File: src/rtl/sha256_nonce_scheduler_if.sv
// Handshake bundle between the nonce scheduler, its job source, the SHA-256 core and the hit consumer.
// The master side is the scheduler; the slave side is whatever surrounds it.
interface sha256_nonce_scheduler_if;
  logic         job_valid;
  logic         job_ready;
  logic [31:0]  job_nonce_start;
  logic [31:0]  job_nonce_end;
  logic [255:0] job_target;

  logic         core_start;
  logic [31:0]  core_nonce;
  logic         core_done;
  logic [255:0] core_hash;

  logic         found_valid;
  logic         found_ready;
  logic [31:0]  found_nonce;

  modport master (
    input  job_valid, job_nonce_start, job_nonce_end, job_target,
    input  core_done, core_hash, found_ready,
    output job_ready, core_start, core_nonce, found_valid, found_nonce
  );

  modport slave (
    output job_valid, job_nonce_start, job_nonce_end, job_target,
    output core_done, core_hash, found_ready,
    input  job_ready, core_start, core_nonce, found_valid, found_nonce
  );
endinterface

File: src/rtl/sha256_nonce_scheduler.sv
// Nonce scheduler: walks an inclusive nonce range through an external SHA-256 core and
// reports every nonce whose hash is strictly below the job target.
module sha256_nonce_scheduler #(
  parameter int unsigned TIMEOUT       = 255,
  parameter int          STOP_ON_FOUND = 1
) (
  input  logic                     clk,
  input  logic                     rst,
  sha256_nonce_scheduler_if.master bus,
  input  logic                     abort,
  output logic                     busy,
  output logic                     job_done,
  output logic                     timeout_err,
  output logic [31:0]              hash_count
);
  // state  | meaning
  // IDLE   | ready to accept a job
  // ISSUE  | core_start pulse for nonce_q
  // WAIT   | waiting for core_done, bounded by TIMEOUT cycles
  // CHECK  | count the hash and compare it against the target
  // REPORT | hold found_nonce until the consumer accepts it
  typedef enum logic [2:0] {
    S_IDLE,
    S_ISSUE,
    S_WAIT,
    S_CHECK,
    S_REPORT
  } state_e;

  // Counter only needs to reach TIMEOUT-1; the timeout fires on the cycle it gets there.
  localparam int unsigned CW = (TIMEOUT > 1) ? $clog2(TIMEOUT) : 1;

  state_e         state_q;
  logic [31:0]    nonce_q;
  logic [31:0]    end_q;
  logic [255:0]   target_q;
  logic [255:0]   hash_q;
  logic [CW-1:0]  wait_cnt_q;
  logic           core_start_q;
  logic [31:0]    core_nonce_q;
  logic           found_valid_q;
  logic [31:0]    found_nonce_q;
  logic           job_done_q;
  logic           timeout_err_q;
  logic [31:0]    hash_count_q;

  logic           last_nonce_d;
  logic [31:0]    nonce_inc_d;
  logic           hit_d;
  logic           wait_last_d;
  logic [31:0]    hash_count_d;

  assign last_nonce_d = (nonce_q == end_q);
  assign nonce_inc_d  = nonce_q + 32'd1;
  assign hit_d        = (hash_q < target_q);
  assign wait_last_d  = (wait_cnt_q == CW'(TIMEOUT - 1));
  assign hash_count_d = (hash_count_q == 32'hFFFF_FFFF) ? hash_count_q : hash_count_q + 32'd1;

  always_ff @(posedge clk) begin
    if (!rst) begin
      state_q       <= S_IDLE;
      nonce_q       <= '0;
      end_q         <= '0;
      target_q      <= '0;
      hash_q        <= '0;
      wait_cnt_q    <= '0;
      core_start_q  <= 1'b0;
      core_nonce_q  <= '0;
      found_valid_q <= 1'b0;
      found_nonce_q <= '0;
      job_done_q    <= 1'b0;
      timeout_err_q <= 1'b0;
      hash_count_q  <= '0;
    end else begin
      core_start_q <= 1'b0;
      job_done_q   <= 1'b0;
      if (abort && (state_q != S_IDLE)) begin
        state_q       <= S_IDLE;
        found_valid_q <= 1'b0;
      end else begin
        unique case (state_q)
          S_IDLE: begin
            if (bus.job_valid) begin
              nonce_q       <= bus.job_nonce_start;
              end_q         <= bus.job_nonce_end;
              target_q      <= bus.job_target;
              timeout_err_q <= 1'b0;
              hash_count_q  <= '0;
              // An empty range completes immediately without touching the core.
              if (bus.job_nonce_start > bus.job_nonce_end) begin
                job_done_q <= 1'b1;
              end else begin
                state_q      <= S_ISSUE;
                core_start_q <= 1'b1;
                core_nonce_q <= bus.job_nonce_start;
              end
            end
          end
          S_ISSUE: begin
            state_q    <= S_WAIT;
            wait_cnt_q <= '0;
          end
          S_WAIT: begin
            if (bus.core_done) begin
              hash_q  <= bus.core_hash;
              state_q <= S_CHECK;
            end else if (wait_last_d) begin
              timeout_err_q <= 1'b1;
              job_done_q    <= 1'b1;
              state_q       <= S_IDLE;
            end else begin
              wait_cnt_q <= wait_cnt_q + CW'(1);
            end
          end
          S_CHECK: begin
            hash_count_q <= hash_count_d;
            if (hit_d) begin
              state_q       <= S_REPORT;
              found_valid_q <= 1'b1;
              found_nonce_q <= nonce_q;
            end else if (last_nonce_d) begin
              job_done_q <= 1'b1;
              state_q    <= S_IDLE;
            end else begin
              nonce_q      <= nonce_inc_d;
              core_nonce_q <= nonce_inc_d;
              core_start_q <= 1'b1;
              state_q      <= S_ISSUE;
            end
          end
          S_REPORT: begin
            if (bus.found_ready) begin
              found_valid_q <= 1'b0;
              // Checking last_nonce_d first keeps the nonce from ever wrapping past end.
              if ((STOP_ON_FOUND != 0) || last_nonce_d) begin
                job_done_q <= 1'b1;
                state_q    <= S_IDLE;
              end else begin
                nonce_q      <= nonce_inc_d;
                core_nonce_q <= nonce_inc_d;
                core_start_q <= 1'b1;
                state_q      <= S_ISSUE;
              end
            end
          end
          default: state_q <= S_IDLE;
        endcase
      end
    end
  end

  assign bus.job_ready   = (state_q == S_IDLE);
  assign busy            = (state_q != S_IDLE);
  assign bus.core_start  = core_start_q;
  assign bus.core_nonce  = core_nonce_q;
  assign bus.found_valid = found_valid_q;
  assign bus.found_nonce = found_nonce_q;
  assign job_done        = job_done_q;
  assign timeout_err     = timeout_err_q;
  assign hash_count      = hash_count_q;
endmodule

File: src/flat_wrapper.sv
// flat-port wrapper written by rule: the top's interface ports become plain ports
module sha256_nonce_scheduler_flat 
#(
  parameter int unsigned TIMEOUT       = 255,
  parameter int          STOP_ON_FOUND = 1
)
  (clk, rst, abort, busy, job_done, timeout_err, hash_count, bus_job_valid, bus_job_nonce_start, bus_job_nonce_end, bus_job_target, bus_core_done, bus_core_hash, bus_found_ready, bus_job_ready, bus_core_start, bus_core_nonce, bus_found_valid, bus_found_nonce);
  sha256_nonce_scheduler_if bus_i ();
  input  logic clk;
  input  logic rst;
  input  logic abort;
  output logic busy;
  output logic job_done;
  output logic timeout_err;
  output logic [31:0] hash_count;
  input wire logic [$bits(bus_i.job_valid)-1:0] bus_job_valid;
  input wire logic [$bits(bus_i.job_nonce_start)-1:0] bus_job_nonce_start;
  input wire logic [$bits(bus_i.job_nonce_end)-1:0] bus_job_nonce_end;
  input wire logic [$bits(bus_i.job_target)-1:0] bus_job_target;
  input wire logic [$bits(bus_i.core_done)-1:0] bus_core_done;
  input wire logic [$bits(bus_i.core_hash)-1:0] bus_core_hash;
  input wire logic [$bits(bus_i.found_ready)-1:0] bus_found_ready;
  output wire logic [$bits(bus_i.job_ready)-1:0] bus_job_ready;
  output wire logic [$bits(bus_i.core_start)-1:0] bus_core_start;
  output wire logic [$bits(bus_i.core_nonce)-1:0] bus_core_nonce;
  output wire logic [$bits(bus_i.found_valid)-1:0] bus_found_valid;
  output wire logic [$bits(bus_i.found_nonce)-1:0] bus_found_nonce;
  assign bus_i.job_valid = bus_job_valid;
  assign bus_i.job_nonce_start = bus_job_nonce_start;
  assign bus_i.job_nonce_end = bus_job_nonce_end;
  assign bus_i.job_target = bus_job_target;
  assign bus_i.core_done = bus_core_done;
  assign bus_i.core_hash = bus_core_hash;
  assign bus_i.found_ready = bus_found_ready;
  assign bus_job_ready = bus_i.job_ready;
  assign bus_core_start = bus_i.core_start;
  assign bus_core_nonce = bus_i.core_nonce;
  assign bus_found_valid = bus_i.found_valid;
  assign bus_found_nonce = bus_i.found_nonce;
  sha256_nonce_scheduler #(.TIMEOUT(TIMEOUT), .STOP_ON_FOUND(STOP_ON_FOUND)) u_core (.clk(clk), .rst(rst), .bus(bus_i), .abort(abort), .busy(busy), .job_done(job_done), .timeout_err(timeout_err), .hash_count(hash_count));
endmodule
File: config.mk
export PLATFORM = sky130hd
export DESIGN_NAME = sha256_nonce_scheduler_flat
export DESIGN_NICKNAME = d
export VERILOG_FILES = /design/src/rtl/sha256_nonce_scheduler_if.sv /design/src/rtl/sha256_nonce_scheduler.sv /design/src/flat_wrapper.sv
export SDC_FILE = /design/constraint.sdc
export NUM_CORES = 2
export LEC_CHECK = 0
export CAP_MARGIN = 5
export CORE_MARGIN = 2
export CORE_UTILIZATION = 25
export CTS_CLUSTER_DIAMETER = 60
export CTS_CLUSTER_SIZE = 30
export DETAILED_ROUTE_END_ITERATION = 7
export PLACE_DENSITY = 0.53
export SETUP_SLACK_MARGIN = 0.2
export SLEW_MARGIN = 20
export SYNTH_ARGS = -nofsm -noshare
export SYNTH_HDL_FRONTEND = slang
export SYNTH_SLANG_ARGS = --single-unit
File: constraint.sdc
create_clock -name clk -period 7.5 [get_ports clk]
set_input_delay 2.25 -clock clk [delete_from_list [all_inputs] [get_ports clk]]
set_output_delay 2.25 -clock clk [all_outputs]
set_load 0.05 [all_outputs]
Word level (Yosys, flattened, before mapping):

Cells that the tools add are included.

* add/sub/neg operators: 3
* magnitude comparators: 2
* eq/ne operators: 18
* muxes and demuxes: 41
* bitwise logic cells: 2
* reductions and logical operators: 18

Operators with widths (number)
* $lt 256x256->1: 1
* $mux 32: 7
* $pmux 32 s2: 3
* $add 32x1->32 const B: 2
* $eq 32x32->1: 1
* $eq 32x32->1 const B: 1
* $gt 32x32->1: 1
* $mux 3: 6
* $mux 1: 17
* $mux 8: 2
* $ne 2x2->1 const B: 8
* $pmux 8 s2: 1
* $pmux 3 s5: 1
* $reduce_and 3->1: 4
* $reduce_and 4->1: 3
* $reduce_and 5->1: 2
* $add 8x1->8 const B: 1
* $eq 8x8->1 const B: 1
* $reduce_bool 2->1: 4
* $eq 3x2->1 const B: 2
* $pmux 1 s2: 3
* $reduce_and 6->1: 1
* $ne 2x1->1 const B: 2
* $pmux 1 s4: 1
* other kinds (8): 9

* register bits after elaboration: 687
* input port bits: 582
* output and inout bits: 102
* logic and storage cells: 97

Logic depth before layout (Yosys ltp):

* depth after elaboration: 4
* depth in mapped cells: 15
* gate-level depth less buffers: 12

Least setup slack after synthesis:

No wires, ideal clock.

* kind: input to register
* start point: in bus_job_nonce_end[31]
* end point: reg u_core.core_nonce_q[10], in the netlist u_core.bus.core_nonce[10]
* library setup time: 0.125 ns
* data arrival time: 4.357 ns
* data required time: 7.375 ns
* setup slack: 3.017 ns
* stages on the path: 9
* buffers on the path: 1
* cell sequence: inv_1 -> ha_1 -> and3_1 -> nand4_1 -> or2_2 -> o41ai_1 -> o221ai_2 -> buf_4 -> mux2i_1

* word-level cells in the longest chain between the ends: 3

RTL lines
* start: declaration: RTL line flat_wrapper.sv:18 `input wire logic [$bits(bus_i.job_nonce_end)-1:0] bus_job_nonce_end;`
* $gt 32x32->1: RTL line sha256_nonce_scheduler.sv:90 `if (bus.job_nonce_start > bus.job_nonce_end) begin`
* $ne 2x2->1 (no line)
* $reduce_and 6->1 (no line)
* end signal: assignment: RTL line sha256_nonce_scheduler.sv:95 `core_nonce_q <= bus.job_nonce_start;`
* end signal: assignment: RTL line sha256_nonce_scheduler.sv:126 `core_nonce_q <= nonce_inc_d;`
* end signal: assignment: RTL line sha256_nonce_scheduler.sv:140 `core_nonce_q <= nonce_inc_d;`
* end: declaration: RTL line sha256_nonce_scheduler.sv:40 `logic [31:0] core_nonce_q;`

Every way passes these cells.
A chain may end at the register's enable or synchronous reset.

Final worst setup path:

* start point: in bus_job_nonce_end[31]
* end point: reg u_core.core_nonce_q[28], in the netlist u_core.bus.core_nonce[28]

Same word-level chain as after synthesis.

==> reports/metrics.csv <==
metric;value;unit
clockBufferDepth;3;
synth_cell_types;62;
hpwl;88.3;mm
irDropWorstVdd;0.000178;V
outcome;finished clean;
synth_edf_count;0;
rows;132;
worst_slew_margin_rel;21.2;%
port-buffer-count;683;
yosysMostFrequentCell;nand2_1;
drc;0;
globalplace.congestion;0.864;
critical_path_required;8.01;ns
timing_worst_slew_pin_value;1.15;ns
p_total;11.2;mW
final_core_util;33.9;%
grt_use_total;17.3;%
timing.setup.tns;0;ns
final.period_utilization;71.1;%
end_kind;flip-flop;
arrival;5.84;ns
ios;684;
top_layer_used;met5;
cts_root_buf;clkbuf_16;
die_h;364;um
floorplan.die_area;133000;um2
synth_top_area_cell;dfxtp_1;
syn-cell-area;32500;um2
hp-class;reg -> reg;
grt_overflow_total;0;
worst-path-max-fanout;32;
synth_common_cells;nand2_1 (1316), dfxtp_1 (687), a21oi_1 (658);
critPathMostFrequentCell;buf_4;
cts_resized;0;
vias;29800;
yosys_warnings;0;
drive_gt1_share;3.77;%
syn_nets;5045;
final_hold_viol_count;0;
cts.clk_slew.worst_paths;0.07;ns
grt_pass1_wl;176;mm
ys_async_sr_fraction;0;%
synth_cells;4172;
yosysSeqAreaShare;42.3;%
dr.pass1.iters;5;
cp_cell_sequence;clkdlybuf4s50_1 > inv_1 > ha_1 > and3_1 > nand4_1 > a311oi_1 > a2111oi_0 > nand2_1 > o41ai_1 > buf_4 > o221ai_4 > buf_4 > mux2i_1;
initial_core_util;25.1;%
grt_max_degree;178;
final_antenna_net_count;0;
die_w;364;um
ys.flop_type;dfxtp_1;
n_fill_cell;13700;
cts.hold.buffers_added;0;
finalMaxSlewViolations;0;
synth-seq-cells;687;
synth_area_leaders;dfxtp_1 (42%), nand2_1 (15%), ha_1 (11%), a21oi_1 (10%), inv_1 (3.5%);
stdcell_count;6557;
cts_setup_buffers;0;
cts_tree;yes;
rsz0062_at_grt;false;
worstSetupPathType;in -> reg;
dp.cells;6393;
startpoint_type;primary input;
finalSetupViolCount;0;
avgRoutedWirePerCell;18.2;um
skew;0.0395;ns
critPathBufInv;4;
post-route-min-period;5.33;ns
drt_iter0_drc;1716;
synth_top_area_share;42.3;%
syn_area_per_cell;7.79;um2
numClockSinks;687;
clock_latency;0.66;ns
wl_met3;6.94;mm
fin_nets;5607;
antenna_found_initial;41;
met1_length;52.3;mm
coreArea;129000;um2
numCtsBuffers;81;
cap_violations;0;
areaGrowthSynthToFinish;35.0;%
cp_slowest_cell;a2111oi_0;
p_leak;16.7;nW
dr_wl_met2;55.7;mm
wl;119;mm
cp_slowest_stage_delay;1.01;ns
viasPerCell;4.54;
timing.hold.ws;0.453;ns
path_delay_family;compound AO/OA/AOI/OAI gates;
h-tree-depth;3;
fmax;188;MHz
first_global_vias;29400;
power_density;256;nW/um2
sequential cells by signal, summed over array words and instances, names as in the netlist, 3 cells and up:
name,flops
u_core.hash_q,256
u_core.target_q,256
u_core.bus.core_nonce,32
u_core.bus.found_nonce,32
u_core.end_q,32
u_core.hash_count,32
u_core.nonce_q,32
u_core.wait_cnt_q,8
u_core.state_q,3
worst register-to-register path: stages, from the launching register on:
cell,delay (ns)
dfxtp_1,0.34
inv_1,0.07
ha_1,0.31
a211oi_1,0.23
o21ai_1,0.10
o221a_1,0.25
o31a_1,0.27
nor4_1,0.78
o21ai_0,0.42
a21oi_1,0.22
a21bo_1,0.43
or3b_2,0.54
buf_4,0.34
mux2i_1,0.21
cell usage in the layout, fill, tap and decap left out, types with 7 or more instances in the layout:
master           instances
clkinv_8                11
nor3_1                  20
nor2_1                  74
xor2_1                  43
nand4_1                 75
o211ai_1                31
a21oi_1                658
xnor2_1                 45
ha_1                   291
clkdlybuf4s50_1        682
inv_1                  303
nand2b_1                10
dfxtp_1                687
and3_1                  15
o221ai_1                 7
a221oi_1                 9
o21ai_0                 52
nor4_1                  12
bufinv_16                7
mux2i_1                 96
and4_1                  11
buf_4                   14
or3_1                   13
nand3_1                 59
clkinvlp_4               9
clkbuf_16               81
diode_2                 17
a211oi_1                15
inv_6                   13
nand2_1               1314
nor2b_1                  9
a21o_1                  18
buf_12                  10
inv_8                   10
where the power goes:
group / switching [mW] / internal [mW] / leakage (nW)
registers: 0.252 / 4.02 / 5.59
clock network: 1.84 / 2.35 / 1.36
logic: 1.68 / 1.07 / 9.76
area by class of cell:
type / count / area [um2] / area share, %
multi-input combinational: 2954 / 16700 / 38.2
clock inverter: 58 / 751 / 1.71
antenna: 17 / 42.5 / 0.0970
clock buffer: 89 / 2090 / 4.76
tap: 1742 / 2180 / 4.97
sequential: 687 / 13800 / 31.4
inverter: 304 / 1150 / 2.62
timing repair buffer: 706 / 7130 / 16.3
through the flow:
| stage | cell area [um2] | setup slack [ns] |
|---|---|---|
| global route | 43800 | 2.14 |
| detailed placement | 41000 | 1.53 |
| CTS | 43800 | 2.25 |
| global placement | 41000 | 1.54 |
| finish | 43800 | 2.17 |
| floorplan | 32500 | 3.02 |
layer usage:
metal	GRT usage [%]	up-vias
li1	-	15000
met1	21.7	13800
met2	28.7	733
met3	3.55	195
met4	7.44	30
met5	0	-
path summary, 6_finish.rpt:
| kind | start | to | slack [ns] | cells past startpoint |
|---|---|---|---|---|
| min reg2reg | u_core.target_q[190] | u_core.target_q[190] | 0.45 | 2 |
| max reg2reg | u_core.target_q[231] | u_core.bus.found_nonce[25] | 2.83 | 13 |
| min | u_core.target_q[190] | u_core.target_q[190] | 0.45 | 2 |
| max | bus_job_nonce_end[31] | u_core.bus.core_nonce[28] | 2.17 | 13 |
logic make-up after synthesis:
logic type	Yosys count	share of synthesized area, %
AND/OR/NAND/NOR	1638	20.7
AO/OA/AOI/OAI	841	14.1
flip-flops	687	42.3
buffers and inverters	531	6.32
adder cells (fa/ha/maj)	291	11.2
multiplexers	96	2.96
XOR/XNOR	88	2.37
Note: power is estimated with default switching activity, not from simulation.
